==> src/rtl/sdrm_req_seq.sv <==
// SDRAM request sequencer: runs the power-up command sequence, then feeds single-outstanding
// host reads/writes to the controller, retiring each on ctl_ready or on a timeout.
module sdrm_req_seq #(
   parameter logic [15:0] INIT_CYCLES = 16'd20000,
   parameter logic [3:0]  INIT_REFS   = 4'd2,
   parameter logic [7:0]  TMO_CYCLES  = 8'd255
) (
   input  logic        Clk,
   input  logic        Reset,
   input  logic        host_req,
   input  logic        host_wr,
   input  logic [19:0] host_addr,
   output logic        host_ack,
   output logic        host_done,
   output logic        host_err,
   output logic        init_done,
   output logic        seq_err,
   output logic [2:0]  Act_st,
   output logic        write_st,
   output logic [19:0] Add_reg,
   input  logic        ctl_ready,
   input  logic        ctl_kid
);

   typedef enum logic [2:0] {
      RST_WAIT, INIT_PRE, INIT_REF, INIT_MRS, IDLE, ACCESS, GAP
   } state_t;

   localparam logic [2:0] CMD_NOP = 3'b000;
   localparam logic [2:0] CMD_PRE = 3'b001;
   localparam logic [2:0] CMD_REF = 3'b010;
   localparam logic [2:0] CMD_MRS = 3'b011;
   localparam logic [2:0] CMD_RD  = 3'b100;
   localparam logic [2:0] CMD_WR  = 3'b101;

   state_t      state_q, state_d;
   logic [15:0] wait_cnt_q, wait_cnt_d;
   logic [3:0]  ref_cnt_q, ref_cnt_d;
   logic [7:0]  tmo_cnt_q, tmo_cnt_d;
   logic [2:0]  act_st_q, act_st_d;
   logic        write_st_q, write_st_d;
   logic [19:0] add_reg_q, add_reg_d;
   logic        host_ack_q, host_ack_d;
   logic        host_done_q, host_done_d;
   logic        host_err_q, host_err_d;
   logic        init_done_q, init_done_d;
   logic        seq_err_q, seq_err_d;

   logic cmd_live;
   logic tmo_hit;
   logic cmd_end;

   // A command is only "in flight" while it is actually driven; ready or timeout on NOP is ignored.
   always_comb begin
      cmd_live = (act_st_q != CMD_NOP);
      tmo_hit  = cmd_live && !ctl_ready && (tmo_cnt_q == TMO_CYCLES - 8'd1);
      cmd_end  = cmd_live && (ctl_ready || tmo_hit);
   end

   always_comb begin
      state_d     = state_q;
      wait_cnt_d  = wait_cnt_q;
      ref_cnt_d   = ref_cnt_q;
      tmo_cnt_d   = tmo_cnt_q;
      act_st_d    = act_st_q;
      write_st_d  = write_st_q;
      add_reg_d   = add_reg_q;
      host_ack_d  = 1'b0;
      host_done_d = 1'b0;
      host_err_d  = 1'b0;
      init_done_d = init_done_q;
      seq_err_d   = seq_err_q | tmo_hit;

      if (cmd_live && !cmd_end) begin
         tmo_cnt_d = tmo_cnt_q + 8'd1;
      end

      case (state_q)
         RST_WAIT: begin
            if (wait_cnt_q == 16'd0) begin
               state_d   = INIT_PRE;
               act_st_d  = CMD_PRE;
               tmo_cnt_d = 8'd0;
            end else begin
               wait_cnt_d = wait_cnt_q - 16'd1;
            end
         end
         INIT_PRE: begin
            if (cmd_end) begin
               state_d  = GAP;
               act_st_d = CMD_NOP;
            end
         end
         INIT_REF: begin
            if (cmd_end) begin
               state_d   = GAP;
               act_st_d  = CMD_NOP;
               ref_cnt_d = ref_cnt_q + 4'd1;
            end
         end
         INIT_MRS: begin
            if (cmd_end) begin
               state_d     = IDLE;
               act_st_d    = CMD_NOP;
               init_done_d = 1'b1;
            end
         end
         // The refresh count alone tells GAP whether more refreshes are owed.
         GAP: begin
            tmo_cnt_d = 8'd0;
            if (ref_cnt_q < INIT_REFS) begin
               state_d  = INIT_REF;
               act_st_d = CMD_REF;
            end else begin
               state_d  = INIT_MRS;
               act_st_d = CMD_MRS;
            end
         end
         IDLE: begin
            if (host_req && !ctl_kid && !host_done_q) begin
               state_d    = ACCESS;
               add_reg_d  = host_addr;
               write_st_d = host_wr;
               host_ack_d = 1'b1;
               tmo_cnt_d  = 8'd0;
            end
         end
         ACCESS: begin
            if (cmd_end) begin
               state_d     = IDLE;
               act_st_d    = CMD_NOP;
               host_done_d = 1'b1;
               host_err_d  = tmo_hit;
            end else begin
               act_st_d = write_st_q ? CMD_WR : CMD_RD;
            end
         end
         default: begin
            state_d  = RST_WAIT;
            act_st_d = CMD_NOP;
         end
      endcase
   end

   // The wait counter is preloaded during reset so the first command lands exactly INIT_CYCLES later.
   always_ff @(posedge Clk) begin
      if (Reset) begin
         state_q     <= RST_WAIT;
         wait_cnt_q  <= INIT_CYCLES - 16'd1;
         ref_cnt_q   <= 4'd0;
         tmo_cnt_q   <= 8'd0;
         act_st_q    <= CMD_NOP;
         write_st_q  <= 1'b0;
         add_reg_q   <= 20'd0;
         host_ack_q  <= 1'b0;
         host_done_q <= 1'b0;
         host_err_q  <= 1'b0;
         init_done_q <= 1'b0;
         seq_err_q   <= 1'b0;
      end else begin
         state_q     <= state_d;
         wait_cnt_q  <= wait_cnt_d;
         ref_cnt_q   <= ref_cnt_d;
         tmo_cnt_q   <= tmo_cnt_d;
         act_st_q    <= act_st_d;
         write_st_q  <= write_st_d;
         add_reg_q   <= add_reg_d;
         host_ack_q  <= host_ack_d;
         host_done_q <= host_done_d;
         host_err_q  <= host_err_d;
         init_done_q <= init_done_d;
         seq_err_q   <= seq_err_d;
      end
   end

   assign Act_st    = act_st_q;
   assign write_st  = write_st_q;
   assign Add_reg   = add_reg_q;
   assign host_ack  = host_ack_q;
   assign host_done = host_done_q;
   assign host_err  = host_err_q;
   assign init_done = init_done_q;
   assign seq_err   = seq_err_q;

endmodule

==> config.mk <==
export PLATFORM = sky130hd
export DESIGN_NAME = sdrm_req_seq
export DESIGN_NICKNAME = d
export VERILOG_FILES = /design/src/rtl/sdrm_req_seq.sv
export SDC_FILE = /design/constraint.sdc
export NUM_CORES = 1
export LEC_CHECK = 0
export CAP_MARGIN = 30
export CORE_MARGIN = 4
export CORE_UTILIZATION = 54
export DETAILED_ROUTE_END_ITERATION = 7
export PLACE_DENSITY_LB_ADDON = 0.2
export REMOVE_ABC_BUFFERS = 1
export SLEW_MARGIN = 20
export SYNTH_ARGS = -nofsm -noshare
export SYNTH_HDL_FRONTEND = slang
export SYNTH_SLANG_ARGS = --single-unit
==> constraint.sdc <==
create_clock -name Clk -period 6.5 [get_ports Clk]
set_clock_uncertainty 0.05 [all_clocks]
set_input_delay 1.3 -clock Clk [delete_from_list [all_inputs] [get_ports Clk]]
set_output_delay 1.3 -clock Clk [all_outputs]
set_load 0.03 [all_outputs]
==> metrics.log, run 1 <==
INFO  metric status = completed
INFO  metric critical_path_arrival = 3.18 ns
INFO  metric setup_repair_after_global_routing_missed_its_margin = no
INFO  metric post_route_cells_drive_above_1_share = 6.94%
INFO  metric grt_overflow_total = 0
INFO  metric die_width = 77.6 um
INFO  metric post_synth_num_cell_types = 50
INFO  metric detail_route.iter0.violations = 154
INFO  metric floorplan.die.height = 77.6 um
INFO  metric synth-edff-count = 0
INFO  metric grt_pass1_wl = 9850 um
INFO  metric antennaDiodeCount = 0
INFO  metric antenna_found_initial = 0
INFO  metric ys.flop_type = sky130_fd_sc_hd__dfxtp_1
INFO  metric netlist_area = 2620 um^2
INFO  metric power = 0.826 mW
INFO  metric clock_pin_slew_on_the_worst_setup_and_hold_paths = 0.07 ns
INFO  metric achievable-frequency = 0.333 GHz
INFO  metric post_synth_main_area_contributors = sky130_fd_sc_hd__dfxtp_1 46%, sky130_fd_sc_hd__nand2_1 6.7%, sky130_fd_sc_hd__a21oi_1 5.2%, sky130_fd_sc_hd__nor2_1 5.0%, sky130_fd_sc_hd__xor2_1 5.0%
INFO  metric placeable_area = 4720 um^2
INFO  metric count_of_antenna_violating_nets_left_after_detailed_routing = 0
INFO  metric initial_core_utilization = 55.4%
INFO  metric crit_path_end_kind = flip-flop
INFO  metric place_inst = 411
INFO  metric ir_drop = 0.227 mV
INFO  metric clk_root_buf = sky130_fd_sc_hd__clkbuf_8
INFO  metric post_syn_area_per_cell = 8.58 um^2
INFO  metric power_density_normalized_to_cell_area = 244 nW/um^2
INFO  metric dr.pass1.iters = 4
INFO  metric cap_viol_max_count = 0
INFO  metric max_slew.worst_pin.slew = 0.933 ns
INFO  metric cts_tree = built
INFO  metric slew_headroom = 37.8%
INFO  metric floorplan.die_area = 6020 um^2
INFO  metric timing.critical_path.depth = 5
INFO  metric finalNonFillerCells = 427
INFO  metric clk_sink_count = 60
INFO  metric syn-instance-count = 305
INFO  metric layout.cells.most_common_list = 60 x sky130_fd_sc_hd__dfxtp_1, 53 x sky130_fd_sc_hd__clkdlybuf4s50_1, 47 x sky130_fd_sc_hd__nand2_1
INFO  metric finalCritPeriodShare = 46.2%
INFO  metric hold_viol = 0
INFO  metric post-synth-top-area-fraction = 45.9%
INFO  metric gp_routability_congestion = 0.799
INFO  metric cpPeakStageDelay = 0.53 ns
INFO  metric placed_area = 3170 um^2
INFO  metric insertion_delay = 0.34 ns
INFO  metric maxSlewViolCount = 0
INFO  metric required_time_of_the_critical_path = 6.68 ns
INFO  metric crit_path_cell_trace = clkdlybuf4s50_1 -> a21oi_1 -> nor3_1 -> or3b_2 -> o32ai_1
INFO  metric cts-buffers-inserted = 9
INFO  metric final_net_count = 386
INFO  metric cts_max_level = 3
INFO  metric hold-worst-slack = 0.403 ns
INFO  metric cts.hold.buffers_added = 0
INFO  metric timing.setup.tns = 0 ns
INFO  metric via_count_of_the_first_global_routing_pass = 2113
INFO  metric async_flop_share = 0%
INFO  metric pin_count_of_the_biggest_net_entering_global_routing = 56
INFO  metric critical-path-slowest-cell = sky130_fd_sc_hd__or3b_2
INFO  metric io-pin-count = 55
INFO  metric via_count = 2315
INFO  metric worst_hold_path_type = flip-flop to flip-flop
INFO  metric wire_per_inst = 13.5 um
INFO  metric yosys_register_bits = 60
INFO  metric detailedPlacementHpwl = 3820 um
INFO  metric std_cell_rows = 25
INFO  metric total_detailed_routing_wirelength = 5770 um
INFO  metric crit_path_start_kind = input pin
INFO  metric post-synth-top-area-cell = sky130_fd_sc_hd__dfxtp_1
INFO  metric critical_path_buf_inv_count = 1
INFO  metric p_leak = 1.17 nW
INFO  metric flow.area_growth_from_synthesis = 29.5%
INFO  metric cts.path.max_buffers = 2
INFO  metric routed_via_density = 5.42
INFO  metric finalInstanceArea = 3390 um^2
INFO  metric most_common_cell_after_layout_fill_and_taps_aside = sky130_fd_sc_hd__dfxtp_1
INFO  metric setup_viol = 0
INFO  metric synth.yosys.warnings = 0
INFO  metric min_period = 3.00 ns
INFO  metric cpLargestDelayFamily = simple AND/OR/NAND/NOR gates
INFO  metric grt_use_total = 20.5%
INFO  metric hold_path_depth = 2
INFO  metric largest_register_ff_count = 20
INFO  metric number_of_gates_given_a_new_drive_strength_after_cts = 0
INFO  metric timing.setup.critical_path_class = input pin to flip-flop
INFO  metric postCtsSetupRepairBufs = 0
INFO  metric drt_drc_violations_left = 0
INFO  metric cp_max_fo = 6
INFO  metric io_buffer_count = 54
INFO  metric worstRegToRegCells = 7
INFO  metric synth.yosys.seq_area_share = 45.9%
==> path summary, 6_finish.rpt <==
path / from / endpoint / slack (ns)
max: ctl_ready / Act_st[2]$_SDFFE_PP0P_ / 3.50
min: Add_reg[18]$_SDFFE_PP0P_ / Add_reg[18]$_SDFFE_PP0P_ / 0.40
max reg2reg: tmo_cnt_q[0]$_SDFF_PP0_ / Act_st[2]$_SDFFE_PP0P_ / 3.98
min reg2reg: Add_reg[18]$_SDFFE_PP0P_ / Add_reg[18]$_SDFFE_PP0P_ / 0.40
==> Yosys cell counts (2+ instances only) <==
library cell / number
sky130_fd_sc_hd__a211oi_1: 4
sky130_fd_sc_hd__a21oi_1: 27
sky130_fd_sc_hd__and3_1: 3
sky130_fd_sc_hd__clkbuf_1: 13
sky130_fd_sc_hd__dfxtp_1: 60
sky130_fd_sc_hd__ha_1: 5
sky130_fd_sc_hd__inv_1: 6
sky130_fd_sc_hd__mux2i_1: 2
sky130_fd_sc_hd__nand2_1: 47
sky130_fd_sc_hd__nand2b_1: 5
sky130_fd_sc_hd__nand3_1: 7
sky130_fd_sc_hd__nand3b_1: 3
sky130_fd_sc_hd__nand4_1: 7
sky130_fd_sc_hd__nor2_1: 35
sky130_fd_sc_hd__nor2b_1: 4
sky130_fd_sc_hd__nor3_1: 10
sky130_fd_sc_hd__nor4_1: 3
sky130_fd_sc_hd__nor4b_1: 3
sky130_fd_sc_hd__o2111ai_1: 4
sky130_fd_sc_hd__o21ai_0: 6
sky130_fd_sc_hd__o31ai_1: 2
sky130_fd_sc_hd__or3b_2: 2
sky130_fd_sc_hd__or4_1: 2
sky130_fd_sc_hd__xnor2_1: 5
sky130_fd_sc_hd__xor2_1: 15
==> where the power goes <==
part | total [mW] | internal [mW] | switching, mW
logic | 0.0733 | 0.0339 | 0.0395
registers | 0.384 | 0.375 | 0.00867
clock network | 0.369 | 0.224 | 0.145
total | 0.826 | 0.634 | 0.193
==> metrics by stage <==
step	worst slack (ns)	util (%)
finish	3.50	71.7
global route	3.41	71.7
CTS	3.54	71.7
detailed placement	3.23	67.1
global placement	3.25	67.1
floorplan	3.96	-
==> worst reg2reg max path, stage by stage, from the launching register on <==
cell and delay (ns):
sky130_fd_sc_hd__dfxtp_1 0.45, sky130_fd_sc_hd__inv_1 0.08, sky130_fd_sc_hd__ha_1 0.21, sky130_fd_sc_hd__and3_1 0.20
sky130_fd_sc_hd__a21oi_1 0.46, sky130_fd_sc_hd__nor3_1 0.19, sky130_fd_sc_hd__or3b_2 0.53, sky130_fd_sc_hd__o32ai_1 0.26
==> kinds of logic (layout without fill, tap and decap cells) <==
| logic type | count (synthesis) | in the layout | share of synthesized area (%) |
|---|---|---|---|
| AOI/OAI and AO/OA | 56 | 56 | 14.0 |
| xor gates and xnor gates | 20 | 20 | 6.70 |
| and+or+nand+nor | 141 | 141 | 26.9 |
| DFF | 60 | 60 | 45.9 |
| buffers and inverters | 21 | 76 | 3.35 |
| adders and majority gates | 5 | 5 | 2.39 |
| muxes | 2 | 2 | 0.765 |
==> layer usage <==
layer / share of wire, % / global-route usage (%)
met4: 2.2 / 10.9
met3: 3.1 / 5.34
met5: 0 / 0
met2: 51 / 34.2
met1: 44 / 24.0
==> layout make-up <==
class / count / area [um^2]
fill: 373 / 1340
multi-input combinational: 224 / 1330
sequential: 60 / 1200
timing repair buffer: 54 / 536
clock buffer: 11 / 141
tap: 67 / 83.8
clock inverter: 5 / 75.1
inverter: 6 / 22.5
Note: power is estimated with default switching activity, not from simulation.
==> inputs of run 2 (changes only) <==
CORE_UTILIZATION = 46   (was 54)
clock period = 2.5 ns   (was 6.5 ns; I/O delays follow)
==> run 2 against run 1 <==
Against the previous run:
- sequential share of layout area decreased by 0.68 points
- total power rose to 2.5 times the previous value
- first-iteration DRC count shrank 38%
- global-route usage decreased by 2.8 points
- via count decreased by 1.6%
- wire length is 2.2% higher
- critical path type is now flip-flop to flip-flop
- critical endpoint is now wait_cnt_q[4]$_SDFFE_PP1P_
- largest power group unchanged
==> metrics.log, run 2 (synthesis results as in run 1) <==
INFO  metric global_route.usage.met3 = 4.37% (-0.97 points)
INFO  metric placed_area = 3250 um^2 (+2.6%)
INFO  metric globalRoute.busiestLayer = met2
INFO  metric grt_use_total = 17.7% (-2.8 points)
INFO  metric cts_tree = built
INFO  metric die_width = 83.4 um (+7.5%)
INFO  metric setup_repair_after_global_routing_missed_its_margin = no
INFO  metric status = completed
INFO  metric setup.worst_path.end = wait_cnt_q[4]$_SDFFE_PP1P_
INFO  metric timing.critical_path.from = wait_cnt_q[2]$_SDFFE_PP1P_
INFO  metric achievable-frequency = 0.459 GHz
INFO  metric cellInternalPower = 1.55 mW (+150%)
INFO  metric insertion_delay = 0.34 ns (about the same)
INFO  metric min_period = 2.18 ns
INFO  metric cts.path.max_buffers = 2 (unchanged)
INFO  metric drt_drc_violations_left = 0 (unchanged)
INFO  metric max_slew.worst_pin.slew = 0.647 ns (-0.286 ns)
INFO  metric slew_headroom = 56.9% (+19 points)
INFO  metric io_buffer_count = 54 (unchanged)
INFO  metric p_leak = 1.20 nW (+3.0%)
INFO  metric gp_routability_congestion = 0.793 (-0.79%)
INFO  metric clk_sink_count = 60 (unchanged)
INFO  metric hold_viol = 0 (unchanged)
INFO  metric swShare = 25.5% (+2.2 points)
INFO  metric detail_route.iter0.violations = 96 (-38%)
INFO  metric cap_viol_max_count = 0 (unchanged)
INFO  metric timing.setup.critical_path_class = flip-flop to flip-flop
INFO  metric maxSlewViolCount = 0 (unchanged)
INFO  metric globalRouteMet2Util = 29.0% (-5.2 points)
INFO  metric hold-worst-slack = 0.404 ns (+0.000324 ns)
INFO  metric flow.area_growth_from_synthesis = 32.0%
INFO  metric crit_path_end_kind = flip-flop
INFO  metric initial_core_utilization = 47.5% (-7.9 points)
INFO  metric antenna_found_initial = 0 (unchanged)
INFO  metric pin_count_of_the_biggest_net_entering_global_routing = 39 (-30%)
INFO  metric std_cell_rows = 27 (+8.0%)
INFO  metric comb_power_share = 9.5% (+0.6 points)
INFO  metric antennaDiodeCount = 0 (unchanged)
INFO  metric timing.setup.tns = 0 ns (unchanged)
INFO  metric detailedPlacementHpwl = 4130 um (+8.2%)
INFO  metric layout_setup_ws = 0.322 ns (-3.18 ns)
INFO  metric postCtsSetupRepairBufs = 0 (unchanged)
INFO  metric count_of_antenna_violating_nets_left_after_detailed_routing = 0 (unchanged)
INFO  metric clock_pin_slew_on_the_worst_setup_and_hold_paths = 0.07 ns (about the same)
INFO  metric cp_max_fo = 9 (+3)
INFO  metric crit_path_start_kind = flip-flop
INFO  metric layout.cells.most_common_list = 60 x sky130_fd_sc_hd__dfxtp_1, 53 x sky130_fd_sc_hd__clkdlybuf4s50_1, 47 x sky130_fd_sc_hd__nand2_1
INFO  metric power_density_normalized_to_cell_area = 604 nW/um^2 (+150%)
INFO  metric grt_pass1_wl = 10000 um (+1.8%)
INFO  metric ir_drop = 0.298 mV (+31%)
INFO  metric critical_path_arrival = 2.34 ns (-0.84 ns)
INFO  metric floorplan.die.height = 83.4 um (+7.5%)
INFO  metric cts.hold.buffers_added = 0 (unchanged)
INFO  metric finalCritPeriodShare = 87.1%
INFO  metric number_of_gates_given_a_new_drive_strength_after_cts = 0 (unchanged)
INFO  metric floorplan.die_area = 6960 um^2 (+16%)
INFO  metric worstRegToRegCells = 5 (-2)
INFO  metric regToRegStartpoint = wait_cnt_q[2]$_SDFFE_PP1P_
INFO  metric rr_endpoint = wait_cnt_q[4]$_SDFFE_PP1P_
INFO  metric power = 2.09 mW (+150%)
INFO  metric p_sw = 0.532 mW (+180%)
INFO  metric via_count_of_the_first_global_routing_pass = 2093 (-0.95%)
INFO  metric power_frac_seq = 47.8% (+1.3 points)
INFO  metric most_common_cell_after_layout_fill_and_taps_aside = sky130_fd_sc_hd__dfxtp_1
INFO  metric routed_via_density = 5.16 (-4.9%)
INFO  metric use_met1 = 22.2% (-1.8 points)
INFO  metric power_frac_clock = 42.7% (-2.0 points)
INFO  metric clk_root_buf = sky130_fd_sc_hd__clkbuf_8
INFO  metric required_time_of_the_critical_path = 2.67 ns (-4.01 ns)
INFO  metric wire_per_inst = 13.4 um (-1.2%)
INFO  metric final_net_count = 396 (+2.6%)
INFO  metric worst_hold_path_type = flip-flop to flip-flop
INFO  metric finalInstanceArea = 3450 um^2 (+2.0%)
INFO  metric cts_max_level = 3 (unchanged)
INFO  metric cts-buffers-inserted = 9 (unchanged)
INFO  metric post_route_cells_drive_above_1_share = 9.73% (+2.8 points)
INFO  metric pre_cts_slack = 0.332 ns (-2.90 ns)
INFO  metric total_detailed_routing_wirelength = 5900 um (+2.2%)
INFO  metric largest_register_ff_count = 20 (unchanged)
INFO  metric io-pin-count = 55 (unchanged)
INFO  metric dr.pass1.iters = 4 (unchanged)
INFO  metric placeable_area = 5510 um^2 (+17%)
INFO  metric rrSetupSlack = 0.32 ns (-3.66 ns)
INFO  metric via_count = 2279 (-1.6%)
INFO  metric grt_overflow_total = 0 (unchanged)
INFO  metric setup_viol = 0 (unchanged)
run 2: worst min-delay path by stage:
stage / cells after the start / slack, ns / start / end
global route: 2 / 0.42 / Add_reg[4]$_SDFFE_PP0P_ / Add_reg[4]$_SDFFE_PP0P_
finish: 2 / 0.40 / Add_reg[7]$_SDFFE_PP0P_ / Add_reg[7]$_SDFFE_PP0P_
detailed placement: 2 / 0.40 / Add_reg[17]$_SDFFE_PP0P_ / Add_reg[17]$_SDFFE_PP0P_
floorplan: 2 / 0.40 / wait_cnt_q[9]$_SDFFE_PP1P_ / wait_cnt_q[9]$_SDFFE_PP1P_
global placement: 2 / 0.39 / Add_reg[11]$_SDFFE_PP0P_ / Add_reg[11]$_SDFFE_PP0P_
CTS: 2 / 0.41 / Add_reg[17]$_SDFFE_PP0P_ / Add_reg[17]$_SDFFE_PP0P_
run 2: power groups by stage:
stage	registers (mW)	logic [mW]	clock network [mW]
2_1_floorplan	1.01	0.113	0
3_3_place_gp	1.02	0.194	0
3_5_place_dp	1.02	0.200	0
4_1_cts	0.998	0.200	0.908
5_1_grt	1.00	0.219	0.954
6_report	0.998	0.198	0.891
run 2: worst max-delay path, cell delays in order (launching register included):
cell	delay, ns
sky130_fd_sc_hd__dfxtp_1	0.35
sky130_fd_sc_hd__or4_4	0.59
sky130_fd_sc_hd__or2_1	0.36
sky130_fd_sc_hd__o21ai_4	0.29
sky130_fd_sc_hd__nor3_1	0.08
sky130_fd_sc_hd__or3b_1	0.34
run 2: cell type report:
class                           count  area, um^2
Fill cell                         462        2050
Multi-Input combinational cell    224        1330
Inverter                            6        22.5
Tap cell                           72        90.1
Timing Repair Buffer               64         611
Clock inverter                      6        63.8
Sequential cell                    60        1200
Clock buffer                       10         138
run 2: per-layer routing:
| layer | part of all wire [%] | vias to the layer above |
|---|---|---|
| li1 | - | 1184 |
| met1 | 46 | 1060 |
| met2 | 50 | 25 |
| met3 | 2.5 | 10 |
| met4 | 1.5 | 0 |
| met5 | 0 | - |
run 2: metrics by stage:
step	util (%)	std cells
final	62.7	442
after global routing	62.7	442
after CTS	62.7	442
after detailed placement	59.1	426
after global placement	59.1	426
after floorplan	-	290
==> inputs of run 3 (changes only) <==
GPL_TIMING_DRIVEN = 1   (was unset)
==> results of run 3 <==
Final layout, timing and power as in run 2 (identical DEF).
